### src/rtl/sap1_control_sequencer.sv
// rtl/sap1_control_sequencer.sv - SAP-1 microcode step counter and control strobe decoder
module sap1_control_sequencer #(
    parameter int OPCODE_WIDTH = 4,
    parameter int STEP_WIDTH   = 3
) (
    input  logic                    clk,
    input  logic                    rst,
    input  logic                    clk_en,
    input  logic [OPCODE_WIDTH-1:0] i_opcode,
    input  logic                    i_carry,
    input  logic                    i_zero,
    output logic [STEP_WIDTH-1:0]   o_step,
    output logic                    o_pc_out,
    output logic                    o_pc_inc,
    output logic                    o_pc_load,
    output logic                    o_mar_load,
    output logic                    o_ram_out,
    output logic                    o_ram_write,
    output logic                    o_ir_load,
    output logic                    o_ir_out,
    output logic                    o_a_load,
    output logic                    o_a_out,
    output logic                    o_b_load,
    output logic                    o_alu_out,
    output logic                    o_alu_sub,
    output logic                    o_flags_load,
    output logic                    o_out_load,
    output logic                    o_halt
);

    typedef enum logic [STEP_WIDTH-1:0] {
        T0 = STEP_WIDTH'(0),
        T1 = STEP_WIDTH'(1),
        T2 = STEP_WIDTH'(2),
        T3 = STEP_WIDTH'(3),
        T4 = STEP_WIDTH'(4)
    } step_t;

    localparam logic [OPCODE_WIDTH-1:0] OP_LDA = OPCODE_WIDTH'(1);
    localparam logic [OPCODE_WIDTH-1:0] OP_ADD = OPCODE_WIDTH'(2);
    localparam logic [OPCODE_WIDTH-1:0] OP_SUB = OPCODE_WIDTH'(3);
    localparam logic [OPCODE_WIDTH-1:0] OP_STA = OPCODE_WIDTH'(4);
    localparam logic [OPCODE_WIDTH-1:0] OP_LDI = OPCODE_WIDTH'(5);
    localparam logic [OPCODE_WIDTH-1:0] OP_JMP = OPCODE_WIDTH'(6);
    localparam logic [OPCODE_WIDTH-1:0] OP_JC  = OPCODE_WIDTH'(7);
    localparam logic [OPCODE_WIDTH-1:0] OP_JZ  = OPCODE_WIDTH'(8);
    localparam logic [OPCODE_WIDTH-1:0] OP_OUT = OPCODE_WIDTH'(14);
    localparam logic [OPCODE_WIDTH-1:0] OP_HLT = OPCODE_WIDTH'(15);

    step_t step;
    step_t last_step;
    logic  halt_reg;
    logic  hlt_at_t2;

    assign hlt_at_t2 = (step == T2) && (i_opcode == OP_HLT);

    // Final execute step per opcode; NOP, undefined and single-step ops end at T2.
    always_comb begin
        last_step = T2;
        case (i_opcode)
            OP_LDA, OP_STA: last_step = T3;
            OP_ADD, OP_SUB: last_step = T4;
            default:        last_step = T2;
        endcase
    end

    always_ff @(posedge clk or posedge rst) begin
        if (rst) begin
            step     <= T0;
            halt_reg <= 1'b0;
        end else if (clk_en && !halt_reg) begin
            if (hlt_at_t2) begin
                halt_reg <= 1'b1;
            end else if (step == last_step) begin
                step <= T0;
            end else begin
                case (step)
                    T0:      step <= T1;
                    T1:      step <= T2;
                    T2:      step <= T3;
                    T3:      step <= T4;
                    default: step <= T0;
                endcase
            end
        end
    end

    always_comb begin
        o_pc_out     = 1'b0;
        o_pc_inc     = 1'b0;
        o_pc_load    = 1'b0;
        o_mar_load   = 1'b0;
        o_ram_out    = 1'b0;
        o_ram_write  = 1'b0;
        o_ir_load    = 1'b0;
        o_ir_out     = 1'b0;
        o_a_load     = 1'b0;
        o_a_out      = 1'b0;
        o_b_load     = 1'b0;
        o_alu_out    = 1'b0;
        o_alu_sub    = 1'b0;
        o_flags_load = 1'b0;
        o_out_load   = 1'b0;
        if (!halt_reg) begin
            case (step)
                T0: begin
                    o_pc_out   = 1'b1;
                    o_mar_load = 1'b1;
                end
                T1: begin
                    o_ram_out = 1'b1;
                    o_ir_load = 1'b1;
                    o_pc_inc  = 1'b1;
                end
                T2: begin
                    case (i_opcode)
                        OP_LDA, OP_ADD, OP_SUB, OP_STA: begin
                            o_ir_out   = 1'b1;
                            o_mar_load = 1'b1;
                        end
                        OP_LDI: begin
                            o_ir_out = 1'b1;
                            o_a_load = 1'b1;
                        end
                        OP_JMP: begin
                            o_ir_out  = 1'b1;
                            o_pc_load = 1'b1;
                        end
                        OP_JC: begin
                            o_ir_out  = i_carry;
                            o_pc_load = i_carry;
                        end
                        OP_JZ: begin
                            o_ir_out  = i_zero;
                            o_pc_load = i_zero;
                        end
                        OP_OUT: begin
                            o_a_out    = 1'b1;
                            o_out_load = 1'b1;
                        end
                        default: ;
                    endcase
                end
                T3: begin
                    case (i_opcode)
                        OP_LDA: begin
                            o_ram_out = 1'b1;
                            o_a_load  = 1'b1;
                        end
                        OP_ADD, OP_SUB: begin
                            o_ram_out = 1'b1;
                            o_b_load  = 1'b1;
                        end
                        OP_STA: begin
                            o_a_out     = 1'b1;
                            o_ram_write = 1'b1;
                        end
                        default: ;
                    endcase
                end
                T4: begin
                    if (i_opcode == OP_ADD || i_opcode == OP_SUB) begin
                        o_alu_out    = 1'b1;
                        o_a_load     = 1'b1;
                        o_flags_load = 1'b1;
                        o_alu_sub    = (i_opcode == OP_SUB);
                    end
                end
                default: ;
            endcase
        end
    end

    assign o_halt = halt_reg | hlt_at_t2;
    assign o_step = step;

endmodule

### config.mk
export PLATFORM = sky130hd
export DESIGN_NAME = sap1_control_sequencer
export DESIGN_NICKNAME = d
export VERILOG_FILES = /design/src/rtl/sap1_control_sequencer.sv
export SDC_FILE = /design/constraint.sdc
export NUM_CORES = 1
export LEC_CHECK = 0
export CAP_MARGIN = 20
export CORE_UTILIZATION = 38
export DETAILED_ROUTE_END_ITERATION = 7
export PLACE_DENSITY = 0.85
export SYNTH_ARGS = -nofsm -noshare
export SYNTH_HDL_FRONTEND = slang
export SYNTH_SLANG_ARGS = --single-unit
### constraint.sdc
create_clock -name clk -period 1.75 [get_ports clk]
set_clock_uncertainty 0.15 [all_clocks]
set_input_delay 0.2625 -clock clk [delete_from_list [all_inputs] [get_ports clk]]
set_output_delay 0.2625 -clock clk [all_outputs]
set_load 0.005 [all_outputs]
==> reports/qor.csv <==
stage;metric;value;unit
timing;rsz0062_at_grt;true;
power;p_comb_share;78.5;%
yosys;synth_cells;74;
clock_network;worstSkewPairLatency;250;ps
critical_path;path_max_fanout;5;
power;p_seq_share;13.2;%
route;via_count;803;
clock_network;clock_path_buffers;2;
yosys;synth_fp_nets;83;
critical_path;rr_worst_depth;6;
grt;grt_overflow;0;
critical_path;r2r-end;o_step[1]$_DFFE_PP0P_;
timing;drv_slew;0;
cells_and_area;multi_input_comb_area;477;sq um
critical_path;rrSetupSlack;50;ps
grt;track_usage;32.0;%
route;drc;0;
timing;worst_pin_slew;296;ps
yosys;syn_area;527;sq um
placed_design;portBuffers;27;
clock_network;clock_sinks;4;
timing;fin_crit_sh;108;%
cells_and_area;largest_reg_flops;3;
critical_path;critPathCaptureType;output pin;
yosys;avgSynthCellArea;7.12;sq um
critical_path;criticalPathCategory;reg2out;
cells_and_area;final_cells;144;
power;p_clk_share;8.2;%
grt;grt_max_degree;11;
job;drv_cap;0;
cells_and_area;final_area;1140;sq um
critical_path;required;1340;ps
cells_and_area;seqCellArea;104;sq um
power;total_power;1.53;mW
route;firstDrtPassIters;4;
clock_network;clockRootBuffer;clkbuf_4;
placed_design;dp_cells;127;
die;fp.dieArea;1540;sq um
timing;max_freq;528;MHz
timing;finalSetupViolCount;10;
route;via_per_inst;5.58;
clock_network;cts_max_level;1;
critical_path;arrival;1480;ps
timing;finalWorstSetupSlack;-145;ps
clock_network;cts_tree;yes;
timing;slew_headroom;80.2;%
run_status;outcome;finished with violations;
cells_and_area;fin_util;87.3;%
power;switchingPower;0.629;mW
grt;antenna_found_initial;0;
power;power_leakage;0.546;nW
route;ant_nets;0;
die;core_area;1300;sq um
die;rows;13;
die;pin_count;28;
power;peakVddDrop;0.918;mV
yosys;ys_types;34;
cells_and_area;antennaDiodeCount;0;
cells_and_area;fillers;75;
timing;finalSetupTns;-821;ps
yosys;synth_warnings;0;
power;internal_power;0.900;mW
critical_path;start_kind;flop;
cells_and_area;drive_above_1_share;58.9;%
yosys;ys_seq_elements;4;
yosys;synthArstFlopShare;100;%
clock_network;cts.clk_slew.worst_paths;50;ps
die;die_x;39.2;microns
route;dr.first_iter.drc_count;23;
die;chipHeight;39.2;microns
placed_design;placed_area;906;sq um
grt;grt_pass1_vias;663;
power;sw_frac_of_total;41.1;%
timing;fin_crit;1890;ps
clock_network;numCtsBuffers;3;
grt;grt_pass1_wl;3190;microns
route;wl_per_cell;16.0;microns
run_status;violations;negative setup slack;
placed_design;hpwlAfterDp;1340;microns
cells_and_area;synthToLayoutAreaGrowth;116;%
yosys;seq_area_frac_synth;19.0;%
placed_design;place_congestion;0.850;
power;power.density;1350;nW/um^2
yosys;synth_edf_count;0;
yosys;synth_ff_type;dfrtp_1;
die;initial_core_util;40.5;%
cells_and_area;final_nets;140;
critical_path;r2r_start;o_step[2]$_DFFE_PP0P_;
clock_network;cts_hold_buf;0;
timing;hold_viol_final;0;
route;drt_wl_total;2310;microns
hold_path;hp-class;in2async;
through the flow:
step	worst slack, ps	hold slack [ps]
6_report	-145	52.6
5_1_grt	-214	60.1
4_1_cts	-138	63.9
3_5_place_dp	-725	320
3_3_place_gp	-645	303
2_1_floorplan	232	-121
critical path, stage by stage (launching register included):
cell	delay, ps
dfrtp_2	440
buf_4	160
nor2b_4	110
buf_4	110
and4_4	230
or2_4	110
buf_6	80
cells in the mapped netlist, types with 2 or more instances:
master	instances	area share, %
nand2_1	9	6.4
nor2_1	8	5.7
o21ai_0	6	5.7
a21oi_1	4	3.8
dfrtp_1	4	19
buf_2	3	2.8
inv_1	3	2.1
a31oi_1	2	2.4
buf_4	2	2.8
clkbuf_1	2	1.4
nand3_1	2	1.9
nand4b_1	2	3.3
nor2b_1	2	2.4
nor3b_1	2	2.8
nor4_1	2	2.4
or2_2	2	2.4
xor2_1	2	3.3
how the worst max path moves through the flow:
stage	endpoint	slack (ps)	start
floorplan	o_halt	230	o_step[2]$_DFFE_PP0P_
global placement	o_alu_sub	-640	i_opcode[3]
detailed placement	o_alu_sub	-730	i_opcode[3]
CTS	o_out_load	-140	o_step[0]$_DFFE_PP0P_
global route	o_a_load	-210	o_step[0]$_DFFE_PP0P_
finish	o_halt	-140	o_step[0]$_DFFE_PP0P_
layer usage:
layer | global-route usage (%) | routed length, microns | part of all wire, % | vias to the layer above
li1 | - | - | - | 373
met1 | 37.8 | 889 | 38 | 364
met2 | 57.5 | 1170 | 51 | 50
met3 | 3.47 | 142 | 6.1 | 16
met4 | 12.9 | 105 | 4.5 | 0
met5 | 0 | 0 | 0 | -
timing repair:
action | CTS | global route
resized for setup | 86 | 15
endpoints found under the hold margin | 0 | 0
endpoints found under the setup margin | 16 | 16
pin swaps | 11 | 4
gates cloned | 0 | 0
buffers inserted | 11 | 3
layout make-up:
class / instances / area share (%)
Timing Repair Buffer: 60 / 44.3
Multi-Input combinational cell: 59 / 42.0
Sequential cell: 4 / 9.14
Clock buffer: 3 / 1.98
Tap cell: 15 / 1.65
Inverter: 3 / 0.991
placed cells by master (no fill, tap or decap), types with 2 or more instances in the layout:
cell type and count:
nand2_1 7, o21ai_0 4, dfrtp_2 3, nand2_2 2, inv_1 2, buf_2 10
buf_6 11, clkdlybuf4s15_1 3, nor2_2 2, a31oi_1 2, a21oi_2 2, xor2_1 2
o21ai_1 2, buf_4 23, clkdlybuf4s50_1 5, dlygate4sd2_1 6, a21oi_1 2, nor2_1 5
nand4b_1 2, nand3_2 2, clkbuf_4 3
power by group through the flow:
stage / Sequential [mW] / Combinational (mW) / Clock, mW
after floorplan: 0.173 / 0.365 / 0
after global placement: 0.190 / 0.774 / 0
after detailed placement: 0.193 / 0.792 / 0
after CTS: 0.208 / 1.04 / 0.121
after global routing: 0.209 / 1.28 / 0.140
final: 0.202 / 1.20 / 0.126
kinds of logic (layout without fill, tap and decap cells):
group | after synthesis | after routing | share of synthesized area [%]
DFF | 4 | 4 | 19.0
and+or+nand+nor | 38 | 38 | 40.4
buffers and inverters | 11 | 66 | 12.1
AOI/OAI and AO/OA | 19 | 19 | 25.2
xor gates and xnor gates | 2 | 2 | 3.33
No activity file was read; power rests on OpenSTA's default activity.
